<file path="src/rtl/divider_pkg.sv">
`default_nettype none
// ============================================================================
// divider_pkg : shared constants and helpers for the pipelined divider
// Rev 1.0
// ============================================================================
package divider_pkg;

  localparam logic DIV_MODE_UNSIGNED = 1'b0;
  localparam logic DIV_MODE_SIGNED   = 1'b1;
  localparam int   MAX_WIDTH         = 64;

  function automatic int div_latency(input int width);
    return width + 2;
  endfunction

  // Two's-complement magnitude within the low `width` bits; the most negative
  // value maps onto 2^(width-1), which still fits as an unsigned magnitude.
  function automatic logic [MAX_WIDTH-1:0] abs_mag(input logic [MAX_WIDTH-1:0] x,
                                                   input logic is_signed,
                                                   input int width);
    logic [MAX_WIDTH-1:0] mask;
    mask = (width >= MAX_WIDTH) ? '1 : ((MAX_WIDTH'(1) << width) - MAX_WIDTH'(1));
    if (is_signed && x[width-1])
      return (~x + MAX_WIDTH'(1)) & mask;
    return x & mask;
  endfunction

endpackage
`default_nettype wire

</file>
<file path="src/rtl/divider_stage.sv">
`default_nettype none
// ============================================================================
// divider_stage : one registered restore-subtract iteration
// Rev 1.0
// ============================================================================
module divider_stage
  import divider_pkg::*;
#(
  parameter int WIDTH = 4
) (
  input  logic             clk,
  input  logic             rst_n,
  input  logic             prev_valid,
  input  logic [WIDTH:0]   prev_rem,
  input  logic [WIDTH-1:0] prev_quo,
  input  logic [WIDTH-1:0] prev_dvd,
  input  logic [WIDTH-1:0] prev_dsr,
  input  logic             prev_q_neg,
  input  logic             prev_r_neg,
  input  logic             prev_zero,
  output logic             next_valid,
  output logic [WIDTH:0]   next_rem,
  output logic [WIDTH-1:0] next_quo,
  output logic [WIDTH-1:0] next_dvd,
  output logic [WIDTH-1:0] next_dsr,
  output logic             next_q_neg,
  output logic             next_r_neg,
  output logic             next_zero
);

  logic [WIDTH:0] shifted;
  logic [WIDTH:0] diff;
  logic           take;

  // Restoring keeps rem < divisor, so the top remainder bit never feeds the shift.
  assign shifted = {prev_rem[WIDTH-1:0], prev_dvd[WIDTH-1]};
  assign diff    = shifted - {1'b0, prev_dsr};
  assign take    = ~diff[WIDTH];

  always_ff @(posedge clk) begin
    if (!rst_n) next_valid <= 1'b0;
    else        next_valid <= prev_valid;
  end

  always_ff @(posedge clk) begin
    if (prev_valid) begin
      next_rem   <= take ? diff : shifted;
      next_quo   <= {prev_quo[WIDTH-2:0], take};
      next_dvd   <= {prev_dvd[WIDTH-2:0], 1'b0};
      next_dsr   <= prev_dsr;
      next_q_neg <= prev_q_neg;
      next_r_neg <= prev_r_neg;
      next_zero  <= prev_zero;
    end
  end

  logic unused_bits;
  assign unused_bits = prev_rem[WIDTH] ^ prev_quo[WIDTH-1];

endmodule
`default_nettype wire

</file>
<file path="src/rtl/streamlined_divider_pipe.sv">
`default_nettype none
// ============================================================================
// streamlined_divider_pipe : fully pipelined signed/unsigned restoring divider
// Rev 1.0
// ============================================================================
module streamlined_divider_pipe
  import divider_pkg::*;
#(
  parameter int WIDTH     = 4,
  parameter int SIGNED_EN = 1
) (
  input  logic             clk,
  input  logic             rst_n,
  input  logic             start_sig,
  input  logic             signed_mode,
  input  logic [WIDTH-1:0] dividend,
  input  logic [WIDTH-1:0] divisor,
  output logic             dong_sig,
  output logic [WIDTH-1:0] quotient,
  output logic [WIDTH-1:0] reminder,
  output logic             div_zero
);

  localparam int N_ITER = div_latency(WIDTH) - 2;

  logic                 eff_signed;
  logic [MAX_WIDTH-1:0] dvd_mag_full;
  logic [MAX_WIDTH-1:0] dsr_mag_full;

  assign eff_signed   = (SIGNED_EN != 0) && (signed_mode == DIV_MODE_SIGNED);
  assign dvd_mag_full = abs_mag(MAX_WIDTH'(dividend), eff_signed, WIDTH);
  assign dsr_mag_full = abs_mag(MAX_WIDTH'(divisor),  eff_signed, WIDTH);

  // Input stage registers
  logic             s0_valid;
  logic [WIDTH-1:0] s0_dvd;
  logic [WIDTH-1:0] s0_dsr;
  logic             s0_q_neg;
  logic             s0_r_neg;
  logic             s0_zero;

  always_ff @(posedge clk) begin
    if (!rst_n) s0_valid <= 1'b0;
    else        s0_valid <= start_sig;
  end

  always_ff @(posedge clk) begin
    if (start_sig) begin
      s0_dvd   <= dvd_mag_full[WIDTH-1:0];
      s0_dsr   <= dsr_mag_full[WIDTH-1:0];
      s0_q_neg <= eff_signed && (dividend[WIDTH-1] ^ divisor[WIDTH-1]);
      s0_r_neg <= eff_signed && dividend[WIDTH-1];
      s0_zero  <= (divisor == '0);
    end
  end

  logic             v     [0:N_ITER];
  logic [WIDTH:0]   rem   [0:N_ITER];
  logic [WIDTH-1:0] quo   [0:N_ITER];
  logic [WIDTH-1:0] dvd   [0:N_ITER];
  logic [WIDTH-1:0] dsr   [0:N_ITER];
  logic             q_neg [0:N_ITER];
  logic             r_neg [0:N_ITER];
  logic             zero  [0:N_ITER];

  assign v[0]     = s0_valid;
  assign rem[0]   = '0;
  assign quo[0]   = '0;
  assign dvd[0]   = s0_dvd;
  assign dsr[0]   = s0_dsr;
  assign q_neg[0] = s0_q_neg;
  assign r_neg[0] = s0_r_neg;
  assign zero[0]  = s0_zero;

  for (genvar i = 1; i <= N_ITER; i++) begin : g_stage
    divider_stage #(.WIDTH(WIDTH)) u_stage (
      .clk        (clk),
      .rst_n      (rst_n),
      .prev_valid (v[i-1]),
      .prev_rem   (rem[i-1]),
      .prev_quo   (quo[i-1]),
      .prev_dvd   (dvd[i-1]),
      .prev_dsr   (dsr[i-1]),
      .prev_q_neg (q_neg[i-1]),
      .prev_r_neg (r_neg[i-1]),
      .prev_zero  (zero[i-1]),
      .next_valid (v[i]),
      .next_rem   (rem[i]),
      .next_quo   (quo[i]),
      .next_dvd   (dvd[i]),
      .next_dsr   (dsr[i]),
      .next_q_neg (q_neg[i]),
      .next_r_neg (r_neg[i]),
      .next_zero  (zero[i])
    );
  end

  logic [WIDTH-1:0] q_mag;
  logic [WIDTH-1:0] r_mag;

  assign q_mag = quo[N_ITER];
  assign r_mag = rem[N_ITER][WIDTH-1:0];

  // A zero divisor accumulates the dividend magnitude as remainder, so the
  // usual remainder sign fix restores the original dividend.
  always_ff @(posedge clk) begin
    if (!rst_n) begin
      dong_sig <= 1'b0;
      quotient <= '0;
      reminder <= '0;
      div_zero <= 1'b0;
    end else begin
      dong_sig <= v[N_ITER];
      if (v[N_ITER]) begin
        quotient <= zero[N_ITER] ? '1 : (q_neg[N_ITER] ? -q_mag : q_mag);
        reminder <= r_neg[N_ITER] ? -r_mag : r_mag;
        div_zero <= zero[N_ITER];
      end
    end
  end

  logic unused_bits;
  assign unused_bits = ^{dvd_mag_full, dsr_mag_full, rem[N_ITER][WIDTH],
                         dvd[N_ITER], dsr[N_ITER]};

endmodule
`default_nettype wire

</file>
<file path="config.mk">
export PLATFORM = sky130hd
export DESIGN_NAME = streamlined_divider_pipe
export DESIGN_NICKNAME = d
export VERILOG_FILES = /design/src/rtl/divider_pkg.sv /design/src/rtl/divider_stage.sv /design/src/rtl/streamlined_divider_pipe.sv
export SDC_FILE = /design/constraint.sdc
export NUM_CORES = 1
export LEC_CHECK = 0
export BUFFER_PORTS_ARGS = -buffer_cell sky130_fd_sc_hd__buf_2
export CORE_MARGIN = 1
export CORE_UTILIZATION = 64
export CTS_CLUSTER_SIZE = 16
export DETAILED_ROUTE_END_ITERATION = 8
export PLACE_DENSITY_LB_ADDON = 0.12
export SYNTH_ARGS = -nofsm -noshare
export SYNTH_HDL_FRONTEND = slang
export SYNTH_SLANG_ARGS = --single-unit
</file>
<file path="constraint.sdc">
create_clock -name clk -period 3.4 [get_ports clk]
set_input_delay 0.51 -clock clk [delete_from_list [all_inputs] [get_ports clk]]
set_output_delay 0.51 -clock clk [all_outputs]
set_load 0.01 [all_outputs]
</file>
* Word-level counts from Yosys, hierarchy flattened
Index checks and enable logic that the tools add are counted.
** Storage, ports and cells
- Bits in registers :: 82
- Input bits :: 12
- Output and inout bits :: 10
- Word-level logic and storage cells :: 73
** Operators by class
- Add/sub/neg operators :: 8
- Mux-type cells :: 13
- Bitwise gates (word level) :: 7
- Reduce and logical (&&, ||, !) cells :: 4
** Operator list (number)
- $mux W4 :: 10
- $sub A5 B4 Y5 :: 3
- $add A4 B1 Y4 const B :: 2
- $neg A4 Y4 :: 2
- $not A4 Y4 :: 2
- $sub A1 B4 Y5 :: 1
- $logic_not A4 Y1 :: 1
- $not A1 Y1 :: 4
- $logic_and A1 B1 Y1 :: 3
- $mux W1 :: 3
- $xor A1 B1 Y1 :: 1

* Logic depth before layout (Yosys ltp)
- Word-level depth :: 4
- Depth in mapped cells :: 7
- Mapped depth without buffers :: 7

* Cells and area by module
Synthesis repeated with hierarchy kept, for this count alone.
** Second synthesis, totals
- Cell total of the unflattened synthesis :: 273
- Area total of the unflattened synthesis :: 4324.1 um^2
** By module, submodules not included
- divider_stage at g_stage[1].u_stage ... :: instances 2, cells an instance 47, area each 842.1 um^2, sequential area each 590.6 um^2
- divider_stage at g_stage[3].u_stage ... :: instances 2, cells an instance 47, area each 839.6 um^2, sequential area each 590.6 um^2
- streamlined_divider_pipe :: instances 1, cells an instance 85, area each 960.9 um^2, sequential area each 550.5 um^2

* Least setup slack after synthesis
OpenSTA, ideal clock, no wires.
- Path type :: reg2reg
- From :: reg g_stage[1].u_stage.next_dsr[0]
- To :: reg g_stage[2].u_stage.next_rem[2] (data pin)
- Setup time :: 0.262 ns
- Data arrival time :: 1.865 ns
- Required time :: 3.138 ns
- Setup slack :: 1.273 ns
- Stages on the path, launching flop included :: 7
- Path buffers :: 0
- Period minus slack after synthesis :: 2.127 ns
- Cells stage by stage :: edfxtp_1 ha_1 fa_1 nand2b_1 a21oi_4 xor2_4 mux2_1
** On the way
- Longest elaborated chain between the ends :: 2
** Ends and longest elaborated chain
- start: declaration :: RTL line divider_stage.sv:25 : output logic [WIDTH-1:0] next_dsr,
- start signal: assignment :: RTL line divider_stage.sv:50 : next_dsr <= prev_dsr;
- $sub A5 B4 Y5 :: RTL line divider_stage.sv:37 : assign diff = shifted - {1'b0, prev_dsr};
- $mux W4 :: RTL line divider_stage.sv:47 : next_rem <= take ? diff : shifted;
- end signal: assignment :: RTL line divider_stage.sv:47
- end: declaration :: RTL line divider_stage.sv:22 : output logic [WIDTH:0] next_rem,
No other way between the ends.
A chain may end at the register's enable or synchronous reset.

* Worst setup path in the final report
- From :: reg g_stage[2].u_stage.next_dsr[0]
- To :: reg g_stage[3].u_stage.next_rem[2] (data pin)
** On the way
- Longest elaborated chain between the ends :: 2
** Ends and longest elaborated chain (RTL line)
- start: declaration :: divider_stage.sv:25
- start signal: assignment :: divider_stage.sv:50
- $sub A5 B4 Y5 :: divider_stage.sv:37
- $mux W4 :: divider_stage.sv:47
- end signal: assignment :: divider_stage.sv:47
- end: declaration :: divider_stage.sv:22
No other way between the ends.

==> impl_metrics.toml <==
[status]
status = "complete, no violations"

[power_and_ir_drop]
p_sw_frac = 0.230
seqPwrFrac = 0.572
max-vdd-ir-drop_uv = 394
intPower_mw = 1.56
p_leak_nw = 1.56
finalPower_mw = 2.02
p_comb_frac = 0.070
powerDensity_nw_per_um2 = 519
clkPwrFrac = 0.357
p_switching_mw = 0.465

[timing]
fin_crit_sh = 0.669
fin_tns_setup_ps = 0
setup_violations = 0
finalHoldViolations = 0
rsz0062_at_grt = "no"
slew_violations = 0
fmax_mhz = 440
slew-limit-headroom = 0.554
period_minus_slack_ps = 2270
holdWs_ps = 366
worstMarginPinSlew_ps = 669
skew_ps = 5.87

[hold_path]
hold_path_depth = 1
hold_class = "input port to flop"

[synthesis]
syn-num-nets = 268
ys_warn_count = 0
yosysTopAreaCell = "edfxtp_1"
syn_avg_cell_area_um2 = 14.9
yosysSeqAreaShare = 0.660
synth_top_area_share = 0.574
ys_types = 30
synth_most_common_cell = "edfxtp_1"
syn_inst = 235
synth_common_cells = "edfxtp_1 (67), inv_1 (28), ha_1 (18), dfxtp_1 (15), nor2_1 (13)"
synthFlopType = "edfxtp_1"
ys_async_sr_fraction = 0
ys_ff_latch = 82
synth_edf_count = 67
synth_area_leaders = "edfxtp_1 (57%), dfxtp_1 (8.6%), ha_1 (6.4%), inv_1 (3.0%), xor2_4 (2.4%)"
synthesis.area_um2 = 3500

[final_layout]
final_cells = 339
postLayoutCellArea_um2 = 3890
syn2layout_area_growth_pct = 11.1
n_fill_cell = 335
fin_nets = 297
antennaDiodeCount = 0
layout-drive-gt1-share = 0.186

[cts]
postCtsHoldBufs = 0
cts_setup_buffers = 0
clockRootBuffer = "clkbuf_8"
cts-resized-gates = 0
htreeDepth = 3
cts.path.max_buffers = 2
path_clk_slew_ps = 90
clock-sinks = 82
cts_buffers = 9
clk_latency_ps = 350
cts_tree = "built"

[route]
drtIter0Drc = 86
antenna_left = 0
topRoutingLayerUsed = "met4"
drt-pass1-iter-count = 4
wl_met2_um = 2530
dr_total_vias = 1797
route.detailed.drc = 0
met1_length_um = 1840
wl_met3_um = 136
wire_per_inst_um = 13.7
wirelength_um = 4650
vias_per_cell = 5.30

[global_routing]
antenna_found_initial = 0
overflow = 0
grt_pass1_vias = 1874
grt_max_degree = 18
grt_use_total = 0.191
grt_pass1_wl_um = 8200

[place]
port-buffer-count = 21
hpwlAfterDp_um = 3450
dp_cells = 323
place_area_um2 = 3690
place_congestion = 0.758

[setup_path]
critPathMaxFanout = 5
crit_path_cell_trace = "ha_1, fa_1, nand2b_1, a21oi_4, xor2_4, mux2_1"
cp_data_arrival_time_ps = 2370
cp.required_ps = 3490
critPathCaptureType = "flop"
reg2reg_depth = 6
max_stage_delay_ps = 400
slowest_stage = "edfxtp_1"
critPathKind = "flop to flop"
cp-start-kind = "flop"

[floorplan]
fp.dieH_um = 76
num_rows = 26
initial_core_util = 0.673
ios = 22
die_w_um = 76
die_area_um2 = 5780
core_um2 = 5200

[flow_run]
max-cap-violations = 0
## layout by cell type (no fill, tap or decap), drive strengths merged
cell type,Yosys,layout
clkinv,0,1
ha,18,18
clkinvlp,0,1
mux2i,8,8
nor3b,1,1
xor2,8,8
o211ai,1,1
fa,3,3
and2,9,9
buf,0,21
dfxtp,15,15
clkbuf,3,9
bufinv,0,1
xnor2,8,8
nor2b,5,5
inv,28,32
a211oi,1,1
nand2,8,8
edfxtp,67,67
a21oi,10,10
o31ai,4,4
nor2,13,13
and3,1,1
o21ai,8,8
conb,1,1
a221oi,2,2
mux2,7,7
o211a,2,2
nand2b,4,4
## per-layer routing
metal,track usage,up-vias
li1,-,879
met2,0.341,35
met3,0.0395,14
met4,0.129,0
met5,0,-
met1,0.205,869
## power groups by stage
stage | registers, mW | clock network, mW | logic, mW
after floorplan | 1.17 | 0 | 0.110
after global placement | 1.18 | 0 | 0.137
after detailed placement | 1.18 | 0 | 0.143
after CTS | 1.16 | 0.737 | 0.144
after global routing | 1.16 | 0.776 | 0.159
final | 1.16 | 0.722 | 0.142
## through the flow
step,utilization,setup WS (ps)
after floorplan,-,1270
after global placement,0.708,1210
after detailed placement,0.708,1150
after CTS,0.748,1120
after global routing,0.748,1020
final,0.748,1130
## layout make-up
cell class              count  area (µm²)  share of cell area
multi-input cells         122        1080               0.276
well taps                  70        87.6              0.0225
clock buffers               9         124              0.0318
flip-flops and latches     82        2310               0.594
repair buffers             21         105              0.0270
clock inverters             7        82.6              0.0212
inverters                  28         105              0.0270
## worst paths after layout
check	from	to	slack [ps]
max	g_stage[2].u_stage.next_dsr[0]$_DFFE_PP_	g_stage[3].u_stage.next_rem[2]$_DFFE_PP_	1130
min	divisor[0]	s0_dsr[0]$_DFFE_PP_	370
max reg2reg	g_stage[2].u_stage.next_dsr[0]$_DFFE_PP_	g_stage[3].u_stage.next_rem[2]$_DFFE_PP_	1130
min reg2reg	g_stage[3].u_stage.next_quo[2]$_DFFE_PP_	g_stage[4].u_stage.next_quo[3]$_DFFE_PP_	420
## cells by family after synthesis
kind of cell | count (synthesis) | synth area share
AO/OA/AOI/OAI | 28 | 0.0603
XOR/XNOR | 16 | 0.0561
adder cells (fa/ha/maj) | 21 | 0.0814
buffers and inverters | 31 | 0.0332
flip-flops | 82 | 0.660
multiplexers | 15 | 0.0496
other | 1 | 0.00107
AND/OR/NAND/NOR | 41 | 0.0586
## flip-flops by register name, summed over array words and instances, names as in the netlist
name	count
dong_sig	1
reminder	4
s0_zero	1
g_stage.u_stage.next_dvd	6
s0_dvd	4
quotient	4
s0_dsr	4
g_stage.u_stage.next_zero	4
g_stage.u_stage.next_r_neg	4
g_stage.u_stage.next_valid	4
g_stage.u_stage.next_quo	10
div_zero	1
g_stage.u_stage.next_rem	16
s0_q_neg	1
g_stage.u_stage.next_q_neg	4
g_stage.u_stage.next_dsr	12
s0_r_neg	1
s0_valid	1
## worst max-delay path, delay by kind of cell, from the launching register on
kind / cells / cell delay (ps)
fa+ha+maj: 2 / 620
compound gates: 1 / 190
xor+xnor: 1 / 260
flops: 1 / 400
simple gates: 1 / 200
mux: 1 / 360
Power figures use the tool's default switching activity.
